--- config.mk ---
export PLATFORM = sky130hd
export DESIGN_NAME = ack_bus_rr_scheduler
export DESIGN_NICKNAME = d
export VERILOG_FILES = /design/src/rtl/ack_bus_pkg.sv /design/src/rtl/rr_pick4.sv /design/src/rtl/ack_bus_rr_scheduler.sv
export SDC_FILE = /design/constraint.sdc
export NUM_CORES = 1
export LEC_CHECK = 0
export ABC_AREA = 1
export BUFFER_PORTS_ARGS = -buffer_cell sky130_fd_sc_hd__buf_4
export CORE_MARGIN = 1
export CORE_UTILIZATION = 50
export CTS_CLUSTER_SIZE = 10
export DETAILED_ROUTE_END_ITERATION = 6
export PLACE_DENSITY = 0.8
export RECOVER_POWER = 50
export SYNTH_ARGS = -nofsm -noshare
export SYNTH_HDL_FRONTEND = slang
export SYNTH_SLANG_ARGS = --single-unit
--- constraint.sdc ---
create_clock -name clk -period 1.3 [get_ports clk]
set_input_delay 0.39 -clock clk [delete_from_list [all_inputs] [get_ports clk]]
set_output_delay 0.39 -clock clk [all_outputs]
set_load 0.005 [all_outputs]
--- src/rtl/ack_bus_pkg.sv ---
// Shared definitions for the ack bus schedulers: module IDs, request width and
// scheduler state encoding.
package ack_bus_pkg;

    localparam int unsigned REQ_W = 4;

    localparam logic [1:0] ID_MEM  = 2'b00;
    localparam logic [1:0] ID_SHA  = 2'b01;
    localparam logic [1:0] ID_AES  = 2'b10;
    localparam logic [1:0] ID_CTRL = 2'b11;
    localparam logic [1:0] ID_NONE = 2'b11;

    typedef enum logic [1:0] {
        IDLE,
        HOLD,
        RELEASE
    } state_e;

    function automatic logic [REQ_W-1:0] id_to_onehot(input logic [1:0] id);
        logic [REQ_W-1:0] oh;
        oh = '0;
        oh[id] = 1'b1;
        return oh;
    endfunction

endpackage

--- src/rtl/rr_pick4.sv ---
// Combinational 4-way round-robin picker: search starts at ptr+1 and wraps,
// first set request wins.
module rr_pick4
    import ack_bus_pkg::*;
(
    input  logic [REQ_W-1:0] req,
    input  logic [1:0]       ptr,
    output logic [1:0]       id,
    output logic             valid
);

    logic [1:0] cand;

    always_comb begin
        id    = ID_NONE;
        valid = 1'b0;
        cand  = ptr;
        for (int i = 1; i <= int'(REQ_W); i++) begin
            cand = ptr + 2'(i);
            if (!valid && req[cand]) begin
                valid = 1'b1;
                id    = cand;
            end
        end
    end

endmodule

--- src/rtl/ack_bus_rr_scheduler.sv ---
// Registered round-robin scheduler for the shared ack bus: grants are held until
// ack_done, requester abort, or a hold timeout, followed by a 1-cycle turnaround.
module ack_bus_rr_scheduler
    import ack_bus_pkg::*;
#(
    parameter int unsigned TIMEOUT_CYCLES = 16,
    parameter int unsigned CNT_W          = $clog2(TIMEOUT_CYCLES + 1)
) (
    input  logic       clk,
    input  logic       rst_n,
    input  logic       req_mem,
    input  logic       req_sha,
    input  logic       req_aes,
    input  logic       req_ctrl,
    input  logic       ack_done,
    output logic       ack_ready_to_mem,
    output logic       ack_ready_to_sha,
    output logic       ack_ready_to_aes,
    output logic       ack_ready_to_ctrl,
    output logic [1:0] winner_source_id,
    output logic       winner_valid,
    output logic       ack_event,
    output logic       timeout_err
);

    // CNT_W is zero when the timeout is disabled; keep at least one bit of storage.
    localparam int unsigned HoldW = (CNT_W > 0) ? CNT_W : 1;
    localparam logic [HoldW-1:0] HoldMax =
        HoldW'((TIMEOUT_CYCLES == 0) ? 0 : TIMEOUT_CYCLES - 1);

    state_e           state_q, state_d;
    logic [1:0]       rr_ptr_q, rr_ptr_d;
    logic [HoldW-1:0] hold_cnt_q, hold_cnt_d;
    logic [1:0]       winner_q, winner_d;
    logic [REQ_W-1:0] ready_q, ready_d;
    logic             valid_q, valid_d;
    logic             timeout_err_q, timeout_err_d;

    logic [REQ_W-1:0] req_vec;
    logic [1:0]       pick_id;
    logic             pick_valid;
    logic             abort, tmo;

    assign req_vec   = {req_ctrl, req_aes, req_sha, req_mem};
    assign ack_event = |req_vec;

    rr_pick4 u_pick (
        .req   (req_vec),
        .ptr   (rr_ptr_q),
        .id    (pick_id),
        .valid (pick_valid)
    );

    assign abort = !req_vec[winner_q];
    assign tmo   = (TIMEOUT_CYCLES != 0) && (hold_cnt_q == HoldMax);

    always_comb begin
        state_d       = state_q;
        rr_ptr_d      = rr_ptr_q;
        hold_cnt_d    = hold_cnt_q;
        winner_d      = winner_q;
        ready_d       = ready_q;
        valid_d       = valid_q;
        timeout_err_d = 1'b0;
        case (state_q)
            IDLE, RELEASE: begin
                if (pick_valid) begin
                    state_d    = HOLD;
                    rr_ptr_d   = pick_id;
                    hold_cnt_d = '0;
                    winner_d   = pick_id;
                    ready_d    = id_to_onehot(pick_id);
                    valid_d    = 1'b1;
                end else begin
                    state_d  = IDLE;
                    winner_d = ID_NONE;
                    ready_d  = '0;
                    valid_d  = 1'b0;
                end
            end
            HOLD: begin
                if (ack_done || abort || tmo) begin
                    state_d  = RELEASE;
                    winner_d = ID_NONE;
                    ready_d  = '0;
                    valid_d  = 1'b0;
                    // Completion and abort both take precedence over the timeout.
                    timeout_err_d = tmo && !ack_done && !abort;
                end else if (hold_cnt_q != HoldMax) begin
                    hold_cnt_d = hold_cnt_q + HoldW'(1);
                end
            end
            default: state_d = IDLE;
        endcase
    end

    always_ff @(posedge clk or negedge rst_n) begin
        if (!rst_n) begin
            state_q       <= IDLE;
            rr_ptr_q      <= 2'b11;
            hold_cnt_q    <= '0;
            winner_q      <= ID_NONE;
            ready_q       <= '0;
            valid_q       <= 1'b0;
            timeout_err_q <= 1'b0;
        end else begin
            state_q       <= state_d;
            rr_ptr_q      <= rr_ptr_d;
            hold_cnt_q    <= hold_cnt_d;
            winner_q      <= winner_d;
            ready_q       <= ready_d;
            valid_q       <= valid_d;
            timeout_err_q <= timeout_err_d;
        end
    end

    assign ack_ready_to_mem  = ready_q[ID_MEM];
    assign ack_ready_to_sha  = ready_q[ID_SHA];
    assign ack_ready_to_aes  = ready_q[ID_AES];
    assign ack_ready_to_ctrl = ready_q[ID_CTRL];
    assign winner_source_id  = winner_q;
    assign winner_valid      = valid_q;
    assign timeout_err       = timeout_err_q;

endmodule

==> flow_metrics.env <==
export IMPL_status="finished with violations"
export IMPL_failed_checks="setup timing"
export IMPL_ir_drop_mv=1.58
export IMPL_port_buffers=15
export IMPL_fmax_ghz=0.628
export IMPL_grt_usage=0.264
export IMPL_die_w_um=48.1
export IMPL_wl_mm=2.80
export IMPL_total_power_mw=3.76
export IMPL_die_height_um=48.1
export IMPL_hold_path_class="in -> reg"
export IMPL_grt_max_degree=18
export IMPL_fin_area_sq_mm=0.00154
export IMPL_synth_top_cells_by_count="nand2_1, inv_1, nand3_1"
export IMPL_yosysWarnings=0
export IMPL_max_slew_margin=0.717
export IMPL_cts_sinks=17
export IMPL_grt_pass1_vias=978
export IMPL_cts_reportedPaths_clkPinSlew_ns=0.10
export IMPL_start_kind="flip-flop"
export IMPL_htree_levels=1
export IMPL_core_sq_mm=0.00198
export IMPL_drt_initial_drc_count=13
export IMPL_fin_crit_ns=1.59
export IMPL_hold_violations=0
export IMPL_viasPerCell=5.05
export IMPL_drtAntennaViolNets=0
export IMPL_period_share=1.23
export IMPL_cts_buffer_depth=2
export IMPL_crit_chain="inv_6 > nand2_2 > nand2_2 > nand2_2 > nand2_4 > inv_2 > nand2_2 > nand2_1 > nand2_1 > nor2_2 > nand2_1 > nand2_1"
export IMPL_yosysMostFrequentCell="nand2_1"
export IMPL_post_dp_cell_area_sq_mm=0.00133
export IMPL_pwr_share_comb=0.680
export IMPL_end_kind="flip-flop"
export IMPL_start_util=0.537
export IMPL_synth_fp_nets=159
export IMPL_first_pass_iters=4
export IMPL_final_nets=197
export IMPL_routabilityCongestion=0.770
export IMPL_avgSynthCellArea_sq_um=7.09
export IMPL_cts_root_buf="clkbuf_4"
export IMPL_dieArea_sq_mm=0.00232
export IMPL_p_leak_nw=0.812
export IMPL_synthFlopType="dfrtp_1"
export IMPL_final_setup_skew_ns=0.00769
export IMPL_numCtsBuffers=3
export IMPL_yosysTopAreaCell="dfrtp_1"
export IMPL_cp_max_fo=8
export IMPL_dp_hpwl_mm=1.87
export IMPL_cts_tree="done"
export IMPL_overflow=0
export IMPL_grt_pass1_wl_mm=4.13
export IMPL_p_int_mw=1.93
export IMPL_cap_violations=0
export IMPL_synth_cells=150
export IMPL_critPathKind="reg -> reg"
export IMPL_ys_types=23
export IMPL_critPathRequiredTime_ns=1.53
export IMPL_worstMarginPinSlew_ns=0.424
export IMPL_antenna_found_initial=0
export IMPL_finalSetupViolations=17
export IMPL_num_fill_cells=146
export IMPL_drc=0
export IMPL_fin_hold_ws_ns=0.410
export IMPL_cp_arrival_ns=1.82
export IMPL_seqPwrFrac=0.247
export IMPL_antennaDiodeCount=0
export IMPL_critPathSlowestCell="dfstp_2"
export IMPL_fin_tns_setup_ns=-3.16
export IMPL_synth_seq_cells=17
export IMPL_rsz0062_at_grt="true"
export IMPL_routed_via_count=1081
export IMPL_wire_per_inst_um=13.1
export IMPL_crit_path_max_incr_delay_ns=0.65
export IMPL_syn_area_sq_mm=0.00106
export IMPL_layout_drive_gt1_share=0.476
export IMPL_layout_setup_ws_ns=-0.293
export IMPL_ff2ff_setup_slack_ns=-0.29
export IMPL_finalMaxSlewViolations=0
export IMPL_p_per_area_mw_per_mm2=2440
export IMPL_insertion_delay_ns=0.29
export IMPL_seq_area_frac_synth=0.405
export IMPL_synth_area_leaders="dfrtp_1, nand2_1, dfstp_2"
export IMPL_switching_share=0.487
export IMPL_rows=16
export IMPL_p_clk_frac=0.073
export IMPL_synth_edf_count=0
export IMPL_area_growth_syn_to_layout_pct=44.8
export IMPL_netlist_area_leader_share=0.306
export IMPL_io_pins=16
export IMPL_power_switching_mw=1.83
export IMPL_async_reset_ff_frac=1.00
## area by class of cell
type,instances,area (sq um),area share
inverter,20,82.6,0.0536
clock buffer,4,26.3,0.0171
timing repair buffer,34,274,0.178
sequential,17,430,0.279
multi-input combinational,112,693,0.450
tap,27,33.8,0.0219
## critical path, delay by kind of cell (launching register included)
kind | cells | cell delay (ns)
AND/OR/NAND/NOR | 10 | 0.74
buffers and inverters | 2 | 0.14
flip-flops | 1 | 0.65
## placed cells by master, fill, tap and decap left out, types with 4 or more instances in the layout
cell,instances
buf_4,27
buf_6,5
dfrtp_1,13
dfstp_2,4
inv_1,15
nand2_1,38
nand2_2,20
nand2_4,9
nand3_1,13
nor2_1,4
## state kept, by name, indices dropped and copies added (netlist names)
| signal | count |
|---|---|
| timeout_err | 1 |
| hold_cnt_q | 5 |
| state_q | 2 |
| winner_valid | 1 |
| rr_ptr_q | 2 |
| winner_source_id | 2 |
| ready_q | 4 |
## routing by layer
layer / up-vias / GRT usage / wire length, um
met5: - / 0 / 0
met4: 0 / 0.122 / 29
met3: 4 / 0.0481 / 66
met2: 16 / 0.500 / 1590
met1: 517 / 0.281 / 1120
li1: 544 / - / -
## kinds of logic (layout without fill, tap and decap cells)
| kind of cell | count (synthesis) | count (layout) | synth area share |
|---|---|---|---|
| AOI/OAI and AO/OA | 8 | 8 | 0.0376 |
| xor gates and xnor gates | 1 | 1 | 0.00824 |
| adders and majority gates | 2 | 2 | 0.0235 |
| buffers and inverters | 22 | 58 | 0.0906 |
| DFF | 17 | 17 | 0.405 |
| and+or+nand+nor | 100 | 101 | 0.435 |
## power by group through the flow
stage               Clock (mW)  Sequential, mW  Combinational (mW)
detailed placement           0           0.919                2.04
floorplan                    0           0.874                1.39
CTS                      0.288           0.920                2.28
global placement             0           0.909                1.97
global route             0.310           0.946                2.81
finish                   0.276           0.928                2.56
## metrics by stage
| stage | utilization | setup slack [ns] | cells |
|---|---|---|---|
| after global placement | 0.670 | -0.187 | 205 |
| after CTS | 0.737 | -0.242 | 211 |
| after floorplan | - | -0.108 | 150 |
| after global routing | 0.777 | -0.371 | 214 |
| after detailed placement | 0.670 | -0.248 | 205 |
| final | 0.777 | -0.293 | 214 |
## what timing repair did
item | in CTS | in global routing
hold buffers | 1 | 0
endpoints found under the setup margin | 18 | 19
gates cloned | 1 | 0
gates resized for setup | 28 | 16
setup buffers | 0 | 3
pin swaps | 11 | 10
hold endpoints to repair | 13 | 0
## worst paths after layout
path                                     startpoint                         endpoint  cells after the start
max                         rr_ptr_q[0]$_DFFE_PN1P_           ready_q[2]$_DFFE_PN0P_                     12
min                                        ack_done            timeout_err$_DFF_PN0_                      3
min reg2reg                winner_valid$_DFFE_PN0P_         winner_valid$_DFFE_PN0P_                      2
min in group asynchronous                     rst_n        hold_cnt_q[3]$_DFFE_PN0P_                      2
max in group asynchronous                     rst_n  winner_source_id[0]$_DFFE_PN1P_                      2
max reg2reg                 rr_ptr_q[0]$_DFFE_PN1P_           ready_q[2]$_DFFE_PN0P_                     12
Note: power is estimated with default switching activity, not from simulation.
